$ cat config.mk
export PLATFORM = sky130hd
export DESIGN_NAME = ncc_peak_finder
export DESIGN_NICKNAME = d
export VERILOG_FILES = /design/src/rtl/ncc_pkg.sv /design/src/rtl/raster_counter.sv /design/src/rtl/ncc_peak_finder.sv
export SDC_FILE = /design/constraint.sdc
export NUM_CORES = 1
export LEC_CHECK = 0
export CAP_MARGIN = 10
export CORE_AREA = 4 4 94 96
export DETAILED_ROUTE_END_ITERATION = 6
export DIE_AREA = 0 0 98 100
export DONT_BUFFER_PORTS = 1
export GPL_ROUTABILITY_DRIVEN = 0
export PLACE_DENSITY = 0.61
export SLEW_MARGIN = 20
export SYNTH_ARGS = -nofsm -noshare
export SYNTH_HDL_FRONTEND = slang
export SYNTH_SLANG_ARGS = --single-unit
$ cat constraint.sdc
create_clock -name clk -period 5.2 [get_ports clk]
set_input_delay 0.52 -clock clk [delete_from_list [all_inputs] [get_ports clk]]
set_output_delay 0.52 -clock clk [all_outputs]
set_load 0.01 [all_outputs]
$ cat src/rtl/ncc_pkg.sv
// Shared types and constants for the NCC peak finder.
package ncc_pkg;

  typedef enum logic [1:0] {
    IDLE = 2'd0,
    SCAN = 2'd1,
    DONE = 2'd2
  } peak_state_t;

  typedef logic signed [31:0] score_t;

  localparam score_t SCORE_MIN = 32'sh8000_0000;

endpackage

$ cat src/rtl/raster_counter.sv
// Raster-order (x,y) position counter for the search window.
// x wraps at numCols-1 and carries into y; the compare-based wrap keeps
// power-of-two sizes and single-row/column windows from overflowing.
module raster_counter #(
  parameter int unsigned numCols = 64,
  parameter int unsigned numRows = 64,
  localparam int unsigned XW = (numCols > 1) ? $clog2(numCols) : 1,
  localparam int unsigned YW = (numRows > 1) ? $clog2(numRows) : 1
) (
  input  logic          clk,
  input  logic          rst,
  input  logic          clear,
  input  logic          advance,
  output logic [XW-1:0] x,
  output logic [YW-1:0] y,
  output logic          last
);

  localparam logic [XW-1:0] XMAX = XW'(numCols - 1);
  localparam logic [YW-1:0] YMAX = YW'(numRows - 1);

  logic x_end;
  logic y_end;

  // End-of-row / end-of-window decode
  always_comb begin
    x_end = (x == XMAX);
    y_end = (y == YMAX);
    last  = x_end && y_end;
  end

  // Position registers
  always_ff @(posedge clk or negedge rst) begin
    if (!rst) begin
      x <= '0;
      y <= '0;
    end else if (clear) begin
      x <= '0;
      y <= '0;
    end else if (advance) begin
      if (x_end) begin
        x <= '0;
        y <= y_end ? '0 : y + YW'(1);
      end else begin
        x <= x + XW'(1);
      end
    end
  end

endmodule

$ cat src/rtl/ncc_peak_finder.sv
// NCC peak finder: scans a raster-ordered score stream and reports the
// strictly-greatest score with its (x,y), earliest position winning ties.
// Optional runner-up tracking is enabled by defining NCC_PEAK_RUNNER_UP_EN.
module ncc_peak_finder
  import ncc_pkg::*;
#(
  parameter int unsigned scoreW  = 32,
  parameter int unsigned numCols = 64,
  parameter int unsigned numRows = 64,
  localparam int unsigned XW = (numCols > 1) ? $clog2(numCols) : 1,
  localparam int unsigned YW = (numRows > 1) ? $clog2(numRows) : 1
) (
  input  logic              clk,
  input  logic              rst,
  input  logic              start,
  input  logic              scoreValid,
  output logic              scoreReady,
  input  logic [scoreW-1:0] score,
  output logic              peakValid,
  input  logic              peakReady,
  output logic [scoreW-1:0] peakScore,
  output logic [XW-1:0]     peakX,
  output logic [YW-1:0]     peakY,
`ifdef NCC_PEAK_RUNNER_UP_EN
  output logic [scoreW-1:0] secondScore,
`endif
  output logic              busy
);

  peak_state_t state, state_d;

  logic          xfer;
  logic          first;
  logic          gt_best;
  logic [XW-1:0] cnt_x;
  logic [YW-1:0] cnt_y;
  logic          cnt_last;

  assign xfer    = scoreValid && scoreReady;
  assign gt_best = $signed(score) > $signed(peakScore);

  raster_counter #(
    .numCols (numCols),
    .numRows (numRows)
  ) u_raster_counter (
    .clk     (clk),
    .rst     (rst),
    .clear   (state == IDLE),
    .advance (xfer),
    .x       (cnt_x),
    .y       (cnt_y),
    .last    (cnt_last)
  );

  // Next-state logic
  always_comb begin
    state_d = state;
    unique case (state)
      IDLE:    if (start) state_d = SCAN;
      SCAN:    if (xfer && cnt_last) state_d = DONE;
      DONE:    if (peakReady) state_d = IDLE;
      default: state_d = IDLE;
    endcase
  end

  // State register
  always_ff @(posedge clk or negedge rst) begin
    if (!rst) state <= IDLE;
    else      state <= state_d;
  end

  // Handshake/status outputs registered from the next state
  always_ff @(posedge clk or negedge rst) begin
    if (!rst) begin
      scoreReady <= 1'b0;
      peakValid  <= 1'b0;
      busy       <= 1'b0;
    end else begin
      scoreReady <= (state_d == SCAN);
      peakValid  <= (state_d == DONE);
      busy       <= (state_d != IDLE);
    end
  end

  // First-score flag: armed in IDLE, consumed by the first transfer
  always_ff @(posedge clk or negedge rst) begin
    if (!rst)              first <= 1'b1;
    else if (state == IDLE) first <= 1'b1;
    else if (xfer)         first <= 1'b0;
  end

  // Best score and its position; only a strictly greater score replaces it
  always_ff @(posedge clk or negedge rst) begin
    if (!rst) begin
      peakScore <= '0;
      peakX     <= '0;
      peakY     <= '0;
    end else if (xfer && (first || gt_best)) begin
      peakScore <= score;
      peakX     <= cnt_x;
      peakY     <= cnt_y;
    end
  end

`ifdef NCC_PEAK_RUNNER_UP_EN
  logic gt_second;
  assign gt_second = $signed(score) > $signed(secondScore);

  // Runner-up: demoted best on a new max, else any score above it.
  // Most-negative value of scoreW bits (SCORE_MIN at 32 bits) on start.
  always_ff @(posedge clk or negedge rst) begin
    if (!rst) begin
      secondScore <= '0;
    end else if (state == IDLE && start) begin
      secondScore <= {1'b1, {(scoreW-1){1'b0}}};
    end else if (xfer && !first) begin
      if (gt_best)        secondScore <= peakScore;
      else if (gt_second) secondScore <= score;
    end
  end
`endif

endmodule

## Yosys cells after proc, flatten, opt, wreduce, memory -nomap -nowiden

Index checks and enable logic that the tools add are counted.

- Register bits: 62
- Input bits: 37
- Logic and storage cells: 42

- $add $sub $neg: 2
- Magnitude comparators: 1
- Equal/unequal tests: 6
- Multiplexer cells: 13
- Reduce and logical (&&, ||, !) cells: 10

Operator list:

| kind | number |
|---|---|
| 2-to-1 mux 6 bit | 7 |
| > comparator 32 bit | 1 |
| adder 6 x 1 -> 6 bit, second input constant | 2 |
| equality test 6 bit, second input constant | 2 |
| 2-to-1 mux 2 bit | 3 |
| case mux 2 bit (3 select lines) | 1 |
| nonzero test 2 bit | 3 |
| equality test 2 x 1 -> 1 bit, second input constant | 2 |
| equality test 2 bit, second input constant | 2 |
| logical AND 1 bit | 4 |
| zero test 2 bit | 1 |
| 2-to-1 mux 1 bit | 2 |
| AND reduction 2 bit | 1 |
| logical OR 1 bit | 1 |

## Longest topological paths before layout

- Depth after elaboration: 6
- Gate-level depth with buffers: 9
- Gate-level depth less buffers: 8

## Cells and area by module

Synthesis repeated with hierarchy kept, for this count alone.

- Cell total of the unflattened synthesis: 303
- Area, all modules: 3567.2 um^2

Modules (own cells, without submodules):

| module | times used | cells an instance | area each (um^2) | seq. area each (um^2) |
|---|---|---|---|---|
| ncc_peak_finder | 1 | 231 | 2880.3 | 1252.5 |
| raster_counter | 1 | 72 | 686.9 | 300.3 |

## Worst setup path after synthesis

Ideal clock, no wire load.

- Path type: input to register
- From: input port score[13]
- To: register peakScore[0]
- Setup time: 0.125 ns
- Arrival: 2.333 ns
- Required time: 5.075 ns
- Slack: 2.742 ns
- Cell stages on the path: 8
- Buffers on the path: 1
- Cell sequence: ha_1 -> a21oi_2 -> a2bb2oi_2 -> o2111ai_1 -> o31a_4 -> o21ai_4 -> buf_12 -> mux2_4

- Longest elaborated chain between the ends: 3

Ends and longest elaborated chain:

| element | line | RTL |
|---|---|---|
| start, declared | ncc_peak_finder.sv:18 | `input logic [scoreW-1:0] score,` |
| > comparator 32 bit | ncc_peak_finder.sv:40 | `assign gt_best = $signed(score) > $signed(peakScore);` |
| logical OR 1 bit | ncc_peak_finder.sv:98 | `end else if (xfer && (first \|\| gt_best)) begin` |
| logical AND 1 bit | ncc_peak_finder.sv:98 |  |
| end signal, assigned | ncc_peak_finder.sv:99 | `peakScore <= score;` |
| end, declared | ncc_peak_finder.sv:21 | `output logic [scoreW-1:0] peakScore,` |

No other way between the ends.
A chain may end at the register's enable or synchronous reset.

## Final worst setup path

- From: register peakScore[31]
- To: register peakScore[12]

- Longest elaborated chain between the ends: 3

Ends and longest elaborated chain:

| element | line |
|---|---|
| > comparator 32 bit | ncc_peak_finder.sv:40 |
| logical OR 1 bit | ncc_peak_finder.sv:98 |
| logical AND 1 bit | ncc_peak_finder.sv:98 |

No other way between the ends.

==> impl_summary.md <==
Power
The peak ir drop on the vdd network is 0.202 mV. Power spread over the standard cell area amounts to 574 mW/mm^2. The leakage power figure is 1.90 nW. The final total power is 2.21 mW.

Yosys
The number of distinct library cells after synthesis is 41. In this run, synthesis inferred 0 flip-flops with an integrated enable. In the synthesized netlist the dominant register cell turns out to be sky130_fd_sc_hd__dfrtp_1. For this run, the register share of the synthesized area comes to 0.436. The net count after synthesis is 368. The count of synthesis-stage warnings from yosys is 0. Of all flip-flops after synthesis, the portion carrying an async set or reset was 1.00.

Synthesis inferred 62 register bits. The mean instance size in the synthesized netlist is 12.0 sq um. After synthesis the cells add up to 0.00356 sq mm. Synthesis handed over a netlist of 297 instances.

Clock network
Buffers inserted to repair hold after CTS numbered 1. Counting every sink on the clock net gives 62. The number of buffers inserted to repair setup after CTS is 0. The count of H-tree levels built during CTS is 3.

The longest clock path from root to sink contains 2 buffers. TritonCTS built the clock tree. The latest clock arrival within the worst-skew pair is 0.33 ns. Once the clock tree was built, the resizer swapped 0 gates to a different size. TritonCTS created 9 clock buffers. After clock tree synthesis, the clock-pin slew on the worst setup and hold paths is 0.07 ns. Clock tree synthesis selected as its root buffer the cell sky130_fd_sc_hd__clkbuf_8.

Die
The area of the die is 0.00980 sq mm. Measured along the x axis, the die boundary spans 98 um. The cell row count is 33. From bottom edge to top edge, the die measures 100 um. The starting density of the core is 0.442. 84 I/O pins were placed. The total area inside the core boundary comes to 0.00805 sq mm.

Worst setup path
The kind of cell adding the most delay to the critical path is compound AO/OA/AOI/OAI gates. The number of buffers and inverters on the critical path is 2. Setup slack on the worst reg-to-reg path comes out at 2.03 ns. The type of the setup path with the least slack is reg -> reg. Walking the worst path, the cells encountered are inv_1, ha_1, nand4_4, a211oi_1, nor3_1, nand3_1, o21ai_4, buf_12, mux2_2. Of all nets on the critical path, the largest fanout is 26. The reg-to-reg endpoint is peakScore[12]. STA puts the critical path data required time at 5.41 ns. The worst register-to-register path begins at peakScore[31]. The critical path's largest stage delay is 0.77 ns. The nature of the critical path startpoint is a flip-flop. The capturing element type of the critical path is a flip-flop. Among all stages on the critical path, the largest delay is contributed by sky130_fd_sc_hd__o21ai_4. The depth of the most critical reg-to-reg path is 9. The data arrival time of the worst path is 3.38 ns.

Flow run
The tool flagged a number of max-cap violations equal to 0.

Routing
The detailed router finished its first iteration with 62 violations. Summed over all layers, the routed wires come to 7090 um. The total via count after detailed routing is 2187. The count of nets left with antenna violations once routing finished came out at 0.

The number of vias per cell after detailed routing is 5.27. After detailed routing, the average wire length per cell comes to 17.1 um. After detailed routing, the number of remaining DRC violations is 0. The first detailed-routing pass ran for 4 iterations.

Final layout
The post-route cell area is 0.00385 sq mm. The top cell types in the final layout, fill and taps aside, are sky130_fd_sc_hd__dfrtp_1, sky130_fd_sc_hd__mux2_4, sky130_fd_sc_hd__inv_1. The repair_antennas step left the layout with diodes totalling 0. The post-layout net count is 376. The layout overhead on the synthesized area is 8.30%. The leading cell type in the layout, fill and taps excluded is sky130_fd_sc_hd__dfrtp_1. For this run, the share of the core covered by cells in the final layout is 0.479. In the final layout, the share of cells above drive strength 1 is 0.232. Leaving out filler cells and counting taps, the final layout contains 415.

Place
After detailed placement, the total cell area comes to 0.00361 sq mm. Before CTS, the worst setup slack after placement is 1.94 ns. The half-perimeter wire length of the detailed placement result is 5140 um.

In this run the tool buffered the top-level ports with 0 buffer cells. The placed cell count is 397.

Timing
The final count of hold timing violations is 0. The timing-limited maximum frequency is 315 MHz. Setup violations remaining at the end of the flow were counted as 0. The slack of the critical path is 2.03 ns.

After layout, the minimum clock period comes to 3.17 ns. On the final layout, the worst hold slack is 0.0511 ns. The aggregate negative setup slack is 0 ns. The slew at the pin closest to its max-slew limit is 0.915 ns. Setup repair after global routing left no endpoint under its margin. The worst slew margin relative to its limit is 0.387. The max-slew violation count is 0. Across the routed clock network, the largest skew measured is 0.0119 ns. In the finished design, the share of the clock period the worst path needs comes to 0.610.

Global route
The initial antenna violation count is 0. The via count of the first global-routing pass is 2304. Entering global routing, the biggest net connects 62 pins. The first global-routing pass estimated 11700 um of wire. The overall fraction of global-route tracks in use is 0.151. Summed over all layers, the global routing overflow is 0.

Hold path
The worst hold path belongs to the class in -> async.

Outcome
The flow ran to the end, and the final reports show no timing, DRC or antenna violations.
## synthesized netlist by cell type, types with 2 or more instances
| cell | number | area share |
|---|---|---|
| sky130_fd_sc_hd__dfrtp_1 | 61 | 0.43 |
| sky130_fd_sc_hd__mux2_4 | 40 | 0.17 |
| sky130_fd_sc_hd__inv_1 | 36 | 0.038 |
| sky130_fd_sc_hd__ha_1 | 34 | 0.12 |
| sky130_fd_sc_hd__nor2_1 | 18 | 0.019 |
| sky130_fd_sc_hd__a21oi_1 | 17 | 0.024 |
| sky130_fd_sc_hd__nand2_1 | 17 | 0.018 |
| sky130_fd_sc_hd__nand4_1 | 9 | 0.016 |
| sky130_fd_sc_hd__nand3_1 | 8 | 0.011 |
| sky130_fd_sc_hd__a211oi_1 | 5 | 0.011 |
| sky130_fd_sc_hd__o21ai_0 | 5 | 0.0070 |
| sky130_fd_sc_hd__buf_12 | 4 | 0.023 |
| sky130_fd_sc_hd__mux2_2 | 4 | 0.013 |
| sky130_fd_sc_hd__nor3_1 | 4 | 0.0056 |
| sky130_fd_sc_hd__xor2_1 | 4 | 0.0098 |
| sky130_fd_sc_hd__a311oi_1 | 3 | 0.0074 |
| sky130_fd_sc_hd__a31oi_1 | 3 | 0.0053 |
| sky130_fd_sc_hd__a21o_1 | 2 | 0.0042 |
## state kept, by name (all words and copies together) (netlist names)
| signal | count |
|---|---|
| busy | 1 |
| first | 1 |
| peakScore | 32 |
| peakValid | 1 |
| peakX | 6 |
| peakY | 6 |
| scoreReady | 1 |
| state | 2 |
| u_raster_counter.x | 6 |
| u_raster_counter.y | 6 |
## power by group
group	internal [mW]	switching, mW	leakage [nW]
registers	0.656	0.250	0.754
logic	0.501	0.374	1.05
clock network	0.247	0.184	0.0996
total	1.40	0.809	1.90
## worst register-to-register path, cell delays in order, from the launching register on
cell,delay [ns]
sky130_fd_sc_hd__dfrtp_1,0.44
sky130_fd_sc_hd__inv_1,0.07
sky130_fd_sc_hd__ha_1,0.38
sky130_fd_sc_hd__nand4_4,0.17
sky130_fd_sc_hd__a211oi_1,0.06
sky130_fd_sc_hd__nor3_1,0.30
sky130_fd_sc_hd__nand3_1,0.18
sky130_fd_sc_hd__o21ai_4,0.77
sky130_fd_sc_hd__buf_12,0.32
sky130_fd_sc_hd__mux2_2,0.37
## worst max path at each step
| stage | startpoint | endpoint | slack [ns] | depth (start not counted) |
|---|---|---|---|---|
| 3_3_place_gp | score[31] | peakScore[9] | 1.98 | 8 |
| 4_1_cts | peakScore[31] | peakScore[12] | 1.96 | 9 |
| 6_report | peakScore[31] | peakScore[12] | 2.03 | 9 |
| 3_5_place_dp | score[31] | peakScore[11] | 1.94 | 8 |
| 2_1_floorplan | score[13] | peakScore[0] | 2.74 | 8 |
| 5_1_grt | peakScore[31] | peakScore[10] | 1.82 | 9 |
## cells by family (layout without fill, tap and decap cells)
logic type	after synthesis	after routing	synth area share
flops	62	62	0.436
simple gates	65	65	0.0960
xor+xnor	4	4	0.00984
compound gates	46	46	0.0921
fa+ha+maj	34	34	0.120
buf+inv	42	55	0.0647
mux	44	44	0.181
## area by class of cell
type                       count  area [sq um]
clock buffer                  13           159
clock inverter                 3          42.5
fill                         730          4200
inverter                      36           135
multi-input combinational    193          1780
sequential                    62          1550
tap                          105           131
timing repair buffer           3          57.6
## routing by layer
| metal | vias to the layer above | global-route usage | share of wire |
|---|---|---|---|
| li1 | 1065 | - | - |
| met1 | 1039 | 0.185 | 0.42 |
| met2 | 75 | 0.244 | 0.48 |
| met3 | 8 | 0.0549 | 0.088 |
| met4 | 0 | 0.0628 | 0.014 |
| met5 | - | 0 | 0 |
No activity file was read; power rests on OpenSTA's default activity.
==> patch, RTL diff (same flow settings) <==
Change the parameter `scoreW` from 32 to 16. Comments in the files are not updated.
--- a/src/rtl/ncc_peak_finder.sv
+++ b/src/rtl/ncc_peak_finder.sv
@@ -6,3 +6,3 @@
 #(
-  parameter int unsigned scoreW  = 32,
+  parameter int unsigned scoreW  = 16,
   parameter int unsigned numCols = 64,
Ports: changed (resized peakScore and score); port bits go from 84 to 52. The function was not compared with the original's and may differ.
==> patch against the unedited design <==
- die area did not move
- setup slack improved by 0.43 ns
- routed wire length fell by 33%
- via count fell by 31%
- first-iteration DRC count fell by 13%
- power fell by 44%
- critical endpoint is now peakX[1]
- sequential cell count fell by 16
- utilization fell by 16 points
- cell count fell by 24%
- fmax rose by 16%
- final area fell by 32%
- synthesized area fell by 32%
==> patch: results <==
export IMPL_num_vias=1511
export IMPL_ff2ff_setup_slack_ns=2.46
export IMPL_antenna_found_initial=0
export IMPL_crit_fanout=28
export IMPL_hold_buffers=1
export IMPL_leakagePower_nw=1.26
export IMPL_skew_ns=0.0121
export IMPL_fillerInstances=814
export IMPL_ctsResizeCount=0
export IMPL_tightest_slew_ns=0.848
export IMPL_hpwl_mm=3.58
export IMPL_post_cts_buffers=0
export IMPL_cts_buffers=5
export IMPL_status="complete, no violations"
export IMPL_largest_reg_flops=16
export IMPL_yosysSeqAreaShare_pct=47.6
export IMPL_ys_types=35
export IMPL_critPathMaxStageDelay_ns=0.73
export IMPL_netlist_top_cells_count="dfrtp_1, mux2_4, ha_1"
export IMPL_hp_class="in2async"
export IMPL_synth_xor_area_share_pct=1.09
export IMPL_grt_pass1_vias=1514
export IMPL_regToRegStartpoint="peakScore[15]"
export IMPL_worstPathArrival_ns=2.92
export IMPL_grt_pass1_wl_mm=7.75
export IMPL_yosys_top_cells_area="dfrtp_1, mux2_4, ha_1, mux2_2, o21ai_0"
export IMPL_max_vdd_ir_drop_mv=0.111
export IMPL_ctsHtreeMaxLevel=2
export IMPL_insertion_delay_ns=0.30
export IMPL_drt_iter0_drc=54
export IMPL_synth_compound_area_share_pct=9.83
export IMPL_drive_gt1_share_pct=19.8
export IMPL_drt_total_wl_mm=4.76
export IMPL_yosys_area_share_adder_pct=9.31
export IMPL_grt_usage_pct=10.1
export IMPL_grt_max_degree=46
export IMPL_clock_path_buffers=2
export IMPL_cpMaxStageDelayCell="a22o_2"
export IMPL_io_buffers=0
export IMPL_clk_pin_slew_worst_paths_ns=0.09
export IMPL_synthMuxAreaShare_pct=16.1
export IMPL_fin_nets=250
patch: per-layer routing:
layer  track usage [%]  share of wire [%]
met5                 0                  0
met3              5.42                 10
met2              16.2                 48
met1              11.6                 42
met4              3.51               0.69
patch: kinds of logic after synthesis:
kind of cell	Yosys count
AO/OA/AOI/OAI	39
buffers and inverters	22
XOR/XNOR	3
adder cells (fa/ha/maj)	18
AND/OR/NAND/NOR	52
flip-flops	46
multiplexers	28
patch: area by class of cell:
class	count	area, um^2	share of cell area, %
Sequential cell	46	1150	44.3
Multi-Input combinational cell	140	1140	44.0
Tap cell	105	131	5.05
Clock buffer	6	72.6	2.79
Inverter	17	63.8	2.45
Timing Repair Buffer	1	27.5	1.06
Clock inverter	2	10.0	0.385
patch: final timing paths:
kind,to,cells past startpoint
setup / recovery,peakX[1],8
hold / removal,peakScore[5],1
setup reg to reg,peakX[1],8
hold reg to reg,first,1
max in group asynchronous,state[0],1
min in group clk,busy,1
patch: critical path, delay by kind of cell (launching register included):
family                     cells  cell delay, ns
buffers and inverters          1            0.06
DFF                            1            0.43
AOI/OAI and AO/OA              3            0.97
adders and majority gates      1            0.32
and+or+nand+nor                2            0.41
muxes                          1            0.41
patch: metrics by stage:
step	hold WS, ns	total power (W)	area (um^2)	setup WS, ns	std cells
after floorplan	0.224	0.000976	2420	2.97	208
after global placement	0.226	0.00103	2490	2.50	308
after detailed placement	0.226	0.00104	2490	2.42	308
after CTS	0.0425	0.00127	2600	2.44	317
after global routing	0.0300	0.00134	2600	2.21	317
final	0.0529	0.00124	2600	2.46	317
patch: power breakdown:
| group | internal (W) | leakage, nW | switching (W) |
|---|---|---|---|
| Clock | 0.0000934 | 0.0450 | 0.000118 |
| Combinational | 0.000241 | 0.650 | 0.000178 |
| Sequential | 0.000465 | 0.567 | 0.000146 |
